$ cat src/rtl/reglk_bank_ctrl.sv
// Register-lock bank: shadow lock words committed atomically into active words,
// plus a sticky lock-until-reset state and a saturating access-violation counter.
module reglk_bank_ctrl #(
    parameter int AXI_ADDR_WIDTH = 64,
    parameter int NB_PERIPHERALS = 24,
    parameter int LK_BITS        = 8,
    parameter int VIOL_W         = 8
) (
    input  logic                               clk_i,
    input  logic                               rst_i,
    input  logic                               lock_wr_i,
    input  logic                               lock_rd_i,
    input  logic                               en_i,
    input  logic                               we_i,
    input  logic [AXI_ADDR_WIDTH-1:0]          addr_i,
    input  logic [63:0]                        wdata_i,
    output logic [63:0]                        rdata_o,
    output logic                               err_o,
    output logic                               viol_o,
    output logic                               locked_o,
    output logic [LK_BITS*NB_PERIPHERALS-1:0]  reglk_ctrl_o
);

    localparam int NB_BITS  = LK_BITS * NB_PERIPHERALS;
    localparam int NB_WORDS = (NB_BITS + 31) / 32;

    localparam logic [4:0] IDX_ACT  = 5'd28;
    localparam logic [4:0] IDX_SEL  = 5'd29;
    localparam logic [4:0] IDX_VIOL = 5'd30;
    localparam logic [4:0] IDX_CTRL = 5'd31;
    localparam logic [VIOL_W-1:0] VIOL_MAX = '1;

    typedef enum logic [1:0] {
        ST_UNLOCKED,
        ST_COMMIT,
        ST_LOCKED
    } state_e;

    state_e             state_q, state_d;
    logic               lock_after_q, lock_after_d;
    logic [31:0]        shadow_q [NB_WORDS];
    logic [31:0]        shadow_d [NB_WORDS];
    logic [31:0]        active_q [NB_WORDS];
    logic [31:0]        active_d [NB_WORDS];
    logic [4:0]         sel_q, sel_d;
    logic [VIOL_W-1:0]  viol_cnt_q, viol_cnt_d;
    logic               viol_q, viol_d;

    logic [4:0]         idx;
    logic               is_shadow;
    logic               is_mapped;
    logic               clear_only;
    logic               blocked;
    logic               wr_access;
    logic               reject;
    logic               accept;
    logic [31:0]        rdata32;
    logic [NB_WORDS*32-1:0] active_flat;
    logic               unused_bits;

    // Access interface: en_i is a one-cycle strobe with no back-pressure; a write
    // takes effect on the edge that samples it, a read is answered in the same cycle.
    assign idx        = addr_i[7:3];
    assign is_shadow  = (int'(idx) < NB_WORDS) && (idx < IDX_ACT);
    assign is_mapped  = is_shadow || (idx >= IDX_ACT);
    assign clear_only = (wdata_i[31:0] == 32'h8000_0000);
    assign wr_access  = en_i && we_i;

    always_comb begin
        blocked = 1'b0;
        case (state_q)
            ST_LOCKED: blocked = is_shadow || (idx == IDX_SEL) || ((idx == IDX_CTRL) && !clear_only);
            ST_COMMIT: blocked = (idx == IDX_CTRL);
            default:   blocked = 1'b0;
        endcase
    end

    // Writes to unmapped indices are silently dropped and never counted.
    assign reject = wr_access && is_mapped && (lock_wr_i || blocked);
    assign accept = wr_access && !reject;

    always_comb begin
        state_d      = state_q;
        lock_after_d = lock_after_q;
        shadow_d     = shadow_q;
        active_d     = active_q;
        sel_d        = sel_q;
        viol_cnt_d   = viol_cnt_q;
        viol_d       = reject;

        // The commit copies shadow as it stood entering the cycle; a shadow write
        // accepted in the same cycle lands after the copy.
        if (state_q == ST_COMMIT) begin
            active_d = shadow_q;
            state_d  = lock_after_q ? ST_LOCKED : ST_UNLOCKED;
        end

        if (accept) begin
            for (int i = 0; i < NB_WORDS; i++) begin
                if (is_shadow && (idx == 5'(i))) begin
                    shadow_d[i] = wdata_i[31:0];
                end
            end
            if (idx == IDX_SEL) begin
                sel_d = wdata_i[4:0];
            end
            if (idx == IDX_CTRL) begin
                if (wdata_i[31]) begin
                    viol_cnt_d = '0;
                end
                if (state_q == ST_UNLOCKED) begin
                    if (wdata_i[0]) begin
                        state_d      = ST_COMMIT;
                        lock_after_d = wdata_i[1];
                    end else if (wdata_i[1]) begin
                        state_d = ST_LOCKED;
                    end
                end
            end
        end

        if (reject && (viol_cnt_q != VIOL_MAX)) begin
            viol_cnt_d = viol_cnt_q + VIOL_W'(1);
        end
    end

    always_ff @(posedge clk_i or posedge rst_i) begin
        if (rst_i) begin
            state_q      <= ST_UNLOCKED;
            lock_after_q <= 1'b0;
            sel_q        <= '0;
            viol_cnt_q   <= '0;
            viol_q       <= 1'b0;
            for (int i = 0; i < NB_WORDS; i++) begin
                shadow_q[i] <= '0;
                active_q[i] <= '0;
            end
        end else begin
            state_q      <= state_d;
            lock_after_q <= lock_after_d;
            sel_q        <= sel_d;
            viol_cnt_q   <= viol_cnt_d;
            viol_q       <= viol_d;
            for (int i = 0; i < NB_WORDS; i++) begin
                shadow_q[i] <= shadow_d[i];
                active_q[i] <= active_d[i];
            end
        end
    end

    always_comb begin
        rdata32 = '0;
        case (idx)
            IDX_ACT: begin
                for (int i = 0; i < NB_WORDS; i++) begin
                    if (!lock_rd_i && (sel_q == 5'(i))) begin
                        rdata32 = active_q[i];
                    end
                end
            end
            IDX_SEL:  rdata32 = {27'b0, sel_q};
            IDX_VIOL: rdata32[VIOL_W-1:0] = viol_cnt_q;
            IDX_CTRL: rdata32 = {30'b0, (state_q == ST_LOCKED), (state_q == ST_COMMIT)};
            default: begin
                for (int i = 0; i < NB_WORDS; i++) begin
                    if (is_shadow && !lock_rd_i && (idx == 5'(i))) begin
                        rdata32 = shadow_q[i];
                    end
                end
            end
        endcase
    end

    always_comb begin
        active_flat = '0;
        for (int i = 0; i < NB_WORDS; i++) begin
            active_flat[i*32 +: 32] = active_q[i];
        end
    end

    assign rdata_o      = {32'b0, rdata32};
    assign err_o        = reject;
    assign viol_o       = viol_q;
    assign locked_o     = (state_q == ST_LOCKED);
    assign reglk_ctrl_o = active_flat[NB_BITS-1:0];

    assign unused_bits = ^{wdata_i[63:32], addr_i[AXI_ADDR_WIDTH-1:8], addr_i[2:0], active_flat};

endmodule

$ cat config.mk
export PLATFORM = sky130hd
export DESIGN_NAME = reglk_bank_ctrl
export DESIGN_NICKNAME = d
export VERILOG_FILES = /design/src/rtl/reglk_bank_ctrl.sv
export SDC_FILE = /design/constraint.sdc
export NUM_CORES = 1
export LEC_CHECK = 0
export ABC_AREA = 1
export BUFFER_PORTS_ARGS = -buffer_cell sky130_fd_sc_hd__clkbuf_2
export CAP_MARGIN = 10
export CORE_ASPECT_RATIO = 1.4
export CORE_MARGIN = 5
export CORE_UTILIZATION = 50
export DETAILED_ROUTE_END_ITERATION = 6
export HOLD_SLACK_MARGIN = 0.06
export PLACE_DENSITY = 0.82
export SYNTH_ARGS = -nofsm -noshare
export SYNTH_HDL_FRONTEND = slang
export SYNTH_SLANG_ARGS = --single-unit
$ cat constraint.sdc
create_clock -name clk_i -period 39.7 [get_ports clk_i]
set_clock_uncertainty 0.05 [all_clocks]
set_input_delay 3.97 -clock clk_i [delete_from_list [all_inputs] [get_ports clk_i]]
set_output_delay 3.97 -clock clk_i [all_outputs]
set_load 0.05 [all_outputs]
==> impl_metrics.py <==
metrics = {
    "routing": {
        "vias": 17252,
        "wl_mm": 60.6,
        "first_pass_iters": 7,
        "route.detailed.drc": 0,
        "ant_nets": 0,
        "drt_iter0_drc": 1912,
        "viasPerCell": 5.87,
        "wl_per_cell_um": 20.6,
    },
    "critical_path": {
        "crit_required_ps": 35680,
        "end_kind": "output pin",
        "worstSetupPathType": "in2out",
        "arrival_ps": 7090,
        "critPathLaunchType": "input pin",
        "critical_path_peak_fanout": 31,
    },
    "cts": {
        "htreeDepth": 2,
        "ctsRootBufferMaster": "clkbuf_16",
        "clkTransAtPathRegs_ps": 60,
        "clock_sinks": 401,
        "postCtsSetupBuffers": 0,
        "clk_path_buf_depth": 3,
        "ctsHoldBuffers": 0,
        "cts_buffers": 39,
        "cts-resized-gates": 0,
        "clk_latency_ps": 550,
        "cts_tree": "yes",
    },
    "timing": {
        "setup_viol": 0,
        "worstMarginPinSlew_ps": 1230,
        "fin_crit_sh_pct": 28.0,
        "hold_slack_ps": 441,
        "max_freq_mhz": 90.0,
        "relSlewSlack_pct": 18.0,
        "hold_viol_final": 0,
        "slew_viol_final": 0,
        "rsz0062_at_grt": "no",
        "tns_ps": 0,
        "fin_crit_ps": 11110,
    },
    "cells_and_area": {
        "fillCellCount": 3230,
        "register_area_sq_mm": 0.0100,
        "num_antenna_cells": 0,
        "finalNonFillerCells": 2940,
        "syn_to_final_growth_pct": 14.4,
        "fin_nets": 2589,
        "drive_gt1_share_pct": 16.7,
        "multiInputGateArea_sq_mm": 0.00719,
    },
    "grt": {
        "grt_first_pass_wirelength_mm": 94.3,
        "track_usage_pct": 28.6,
        "antenna_found_initial": 0,
        "grt_max_degree": 182,
        "grt_pass1_vias": 17103,
        "grt_overflow": 0,
    },
    "logic_synthesis": {
        "synthCells": 2242,
        "ys_seq_area_share_pct": 54.1,
        "synth-seq-cells": 401,
        "synth_top_flop_cell": "dfrtp_1",
        "yosys-top-cells-area": "dfrtp_1 54%, nand2_1 17%, o21ai_0 6.0%",
        "ys_types": 40,
        "syn_avg_cell_area_sq_um": 8.27,
        "netlist_area_sq_mm": 0.0185,
        "synth_top_area_share_pct": 54.1,
        "synth_most_common_cell": "nand2_1",
        "synth_area_leader_cell": "dfrtp_1",
        "synth_edf_count": 0,
        "ys_warn_count": 0,
        "yosys-top-cells-count": "834 x nand2_1, 401 x dfrtp_1, 224 x o21ai_0",
        "synthArstFlopShare_pct": 100,
    },
    "floorplanning": {
        "dieHeight_um": 238,
        "start_util_pct": 50.6,
        "core_area_sq_mm": 0.0367,
        "pin_count": 393,
        "num_rows": 83,
        "dieArea_sq_mm": 0.0411,
        "die_width_um": 173,
    },
    "worst_hold_path": {
        "hold_path_class": "reg2reg",
    },
    "outcome": {
        "status": "complete, no violations",
    },
    "placed_design": {
        "gp_congestion": 0.884,
        "placed_cells": 2875,
        "dpl.hpwl_mm": 37.5,
        "numPortBuffers": 269,
    },
    "run": {
        "maxCapViolations": 0,
    },
    "power_and_ir_drop": {
        "ir_drop_mv": 0.0457,
        "leakagePower_nw": 10.8,
        "power.density_mw_per_mm2": 45.0,
    },
}
## kinds of logic after synthesis
family,Yosys count,share of synthesized area [%]
and+or+nand+nor,1015,22.0
AOI/OAI and AO/OA,511,15.3
DFF,401,54.1
buffers and inverters,306,8.06
adders and majority gates,5,0.337
xor gates and xnor gates,3,0.142
other,1,0.0202
## metrics by stage
step | util, % | area (sq um) | setup WS (ps) | power (mW)
2_1_floorplan | - | 18700 | 24530 | 0.551
3_3_place_gp | 54.3 | 19900 | 28870 | 0.577
3_5_place_dp | 54.3 | 19900 | 28720 | 0.583
4_1_cts | 57.8 | 21200 | 28690 | 0.954
5_1_grt | 57.8 | 21200 | 28530 | 0.988
6_report | 57.8 | 21200 | 28590 | 0.955
## layout make-up
cell class                      count  area share [%]
Clock inverter                      4           0.360
Inverter                          151            2.72
Timing Repair Buffer              291            7.28
Clock buffer                       60            5.65
Multi-Input combinational cell   1566            33.9
Tap cell                          467            2.76
Sequential cell                   401            47.3
## path summary, 6_finish.rpt
check,slack [ps],to,cells after the start,from
setup / recovery,28590,rdata_o[29],13,lock_rd_i
hold / removal,440,shadow_q[129],2,shadow_q[129]
setup reg to reg,35950,shadow_q[70],11,state_q[1]
hold reg to reg,440,shadow_q[129],2,shadow_q[129]
max in group asynchronous,34280,shadow_q[21],3,rst_i
min in group asynchronous,3560,reglk_ctrl_o[11],2,rst_i
## metal layers
layer / up-vias / global-route usage [%] / wire, um
met1: 8218 / 35.5 / 21800
met3: 282 / 6.64 / 6230
met2: 1124 / 46.1 / 28500
li1: 7628 / - / -
met5: - / 0 / 0
met4: 0 / 16.5 / 4010
## flip-flops by register name (all words and copies together) (netlist names)
name / cells
lock_after_q: 1
reglk_ctrl_o: 192
sel_q: 5
shadow_q: 192
state_q: 2
viol_cnt_q: 8
viol_o: 1
## worst max-delay path, cell delays in order
cell,delay [ps]
clkbuf_2,180
inv_1,80
buf_4,450
nand2_1,100
nor2_1,160
nand2_1,210
inv_1,510
buf_4,370
nand2_1,80
o2111ai_1,120
o21ai_0,130
o21ai_0,360
clkbuf_2,360
## cell usage in the layout (no fill, tap or decap), types with 2 or more instances in the layout
master,n
inv_1,141
nand3_2,4
nand3_4,5
nor3_1,3
nor2_4,6
a221oi_1,3
o21ai_1,85
o2111ai_1,28
nand2_2,4
clkbuf_8,10
clkbuf_2,269
inv_2,7
clkbuf_16,41
buf_4,20
nand3_1,79
nor2_2,2
o21ai_0,224
or2_2,5
clkbuf_1,9
nor2_1,61
conb_1,32
xor2_1,3
o22ai_1,3
dfrtp_1,401
ha_1,4
a22oi_1,6
nand4_1,8
o211ai_1,12
bufinv_16,2
a21oi_1,118
a31o_2,6
o21ai_2,24
nand2_1,834
## report_power, final
group	total [mW]	switching, mW	internal [mW]	leakage (nW)
logic	0.109	0.0822	0.0264	4.74
registers	0.470	0.0285	0.442	5.47
clock network	0.376	0.156	0.220	0.621
Power figures use the tool's default switching activity.
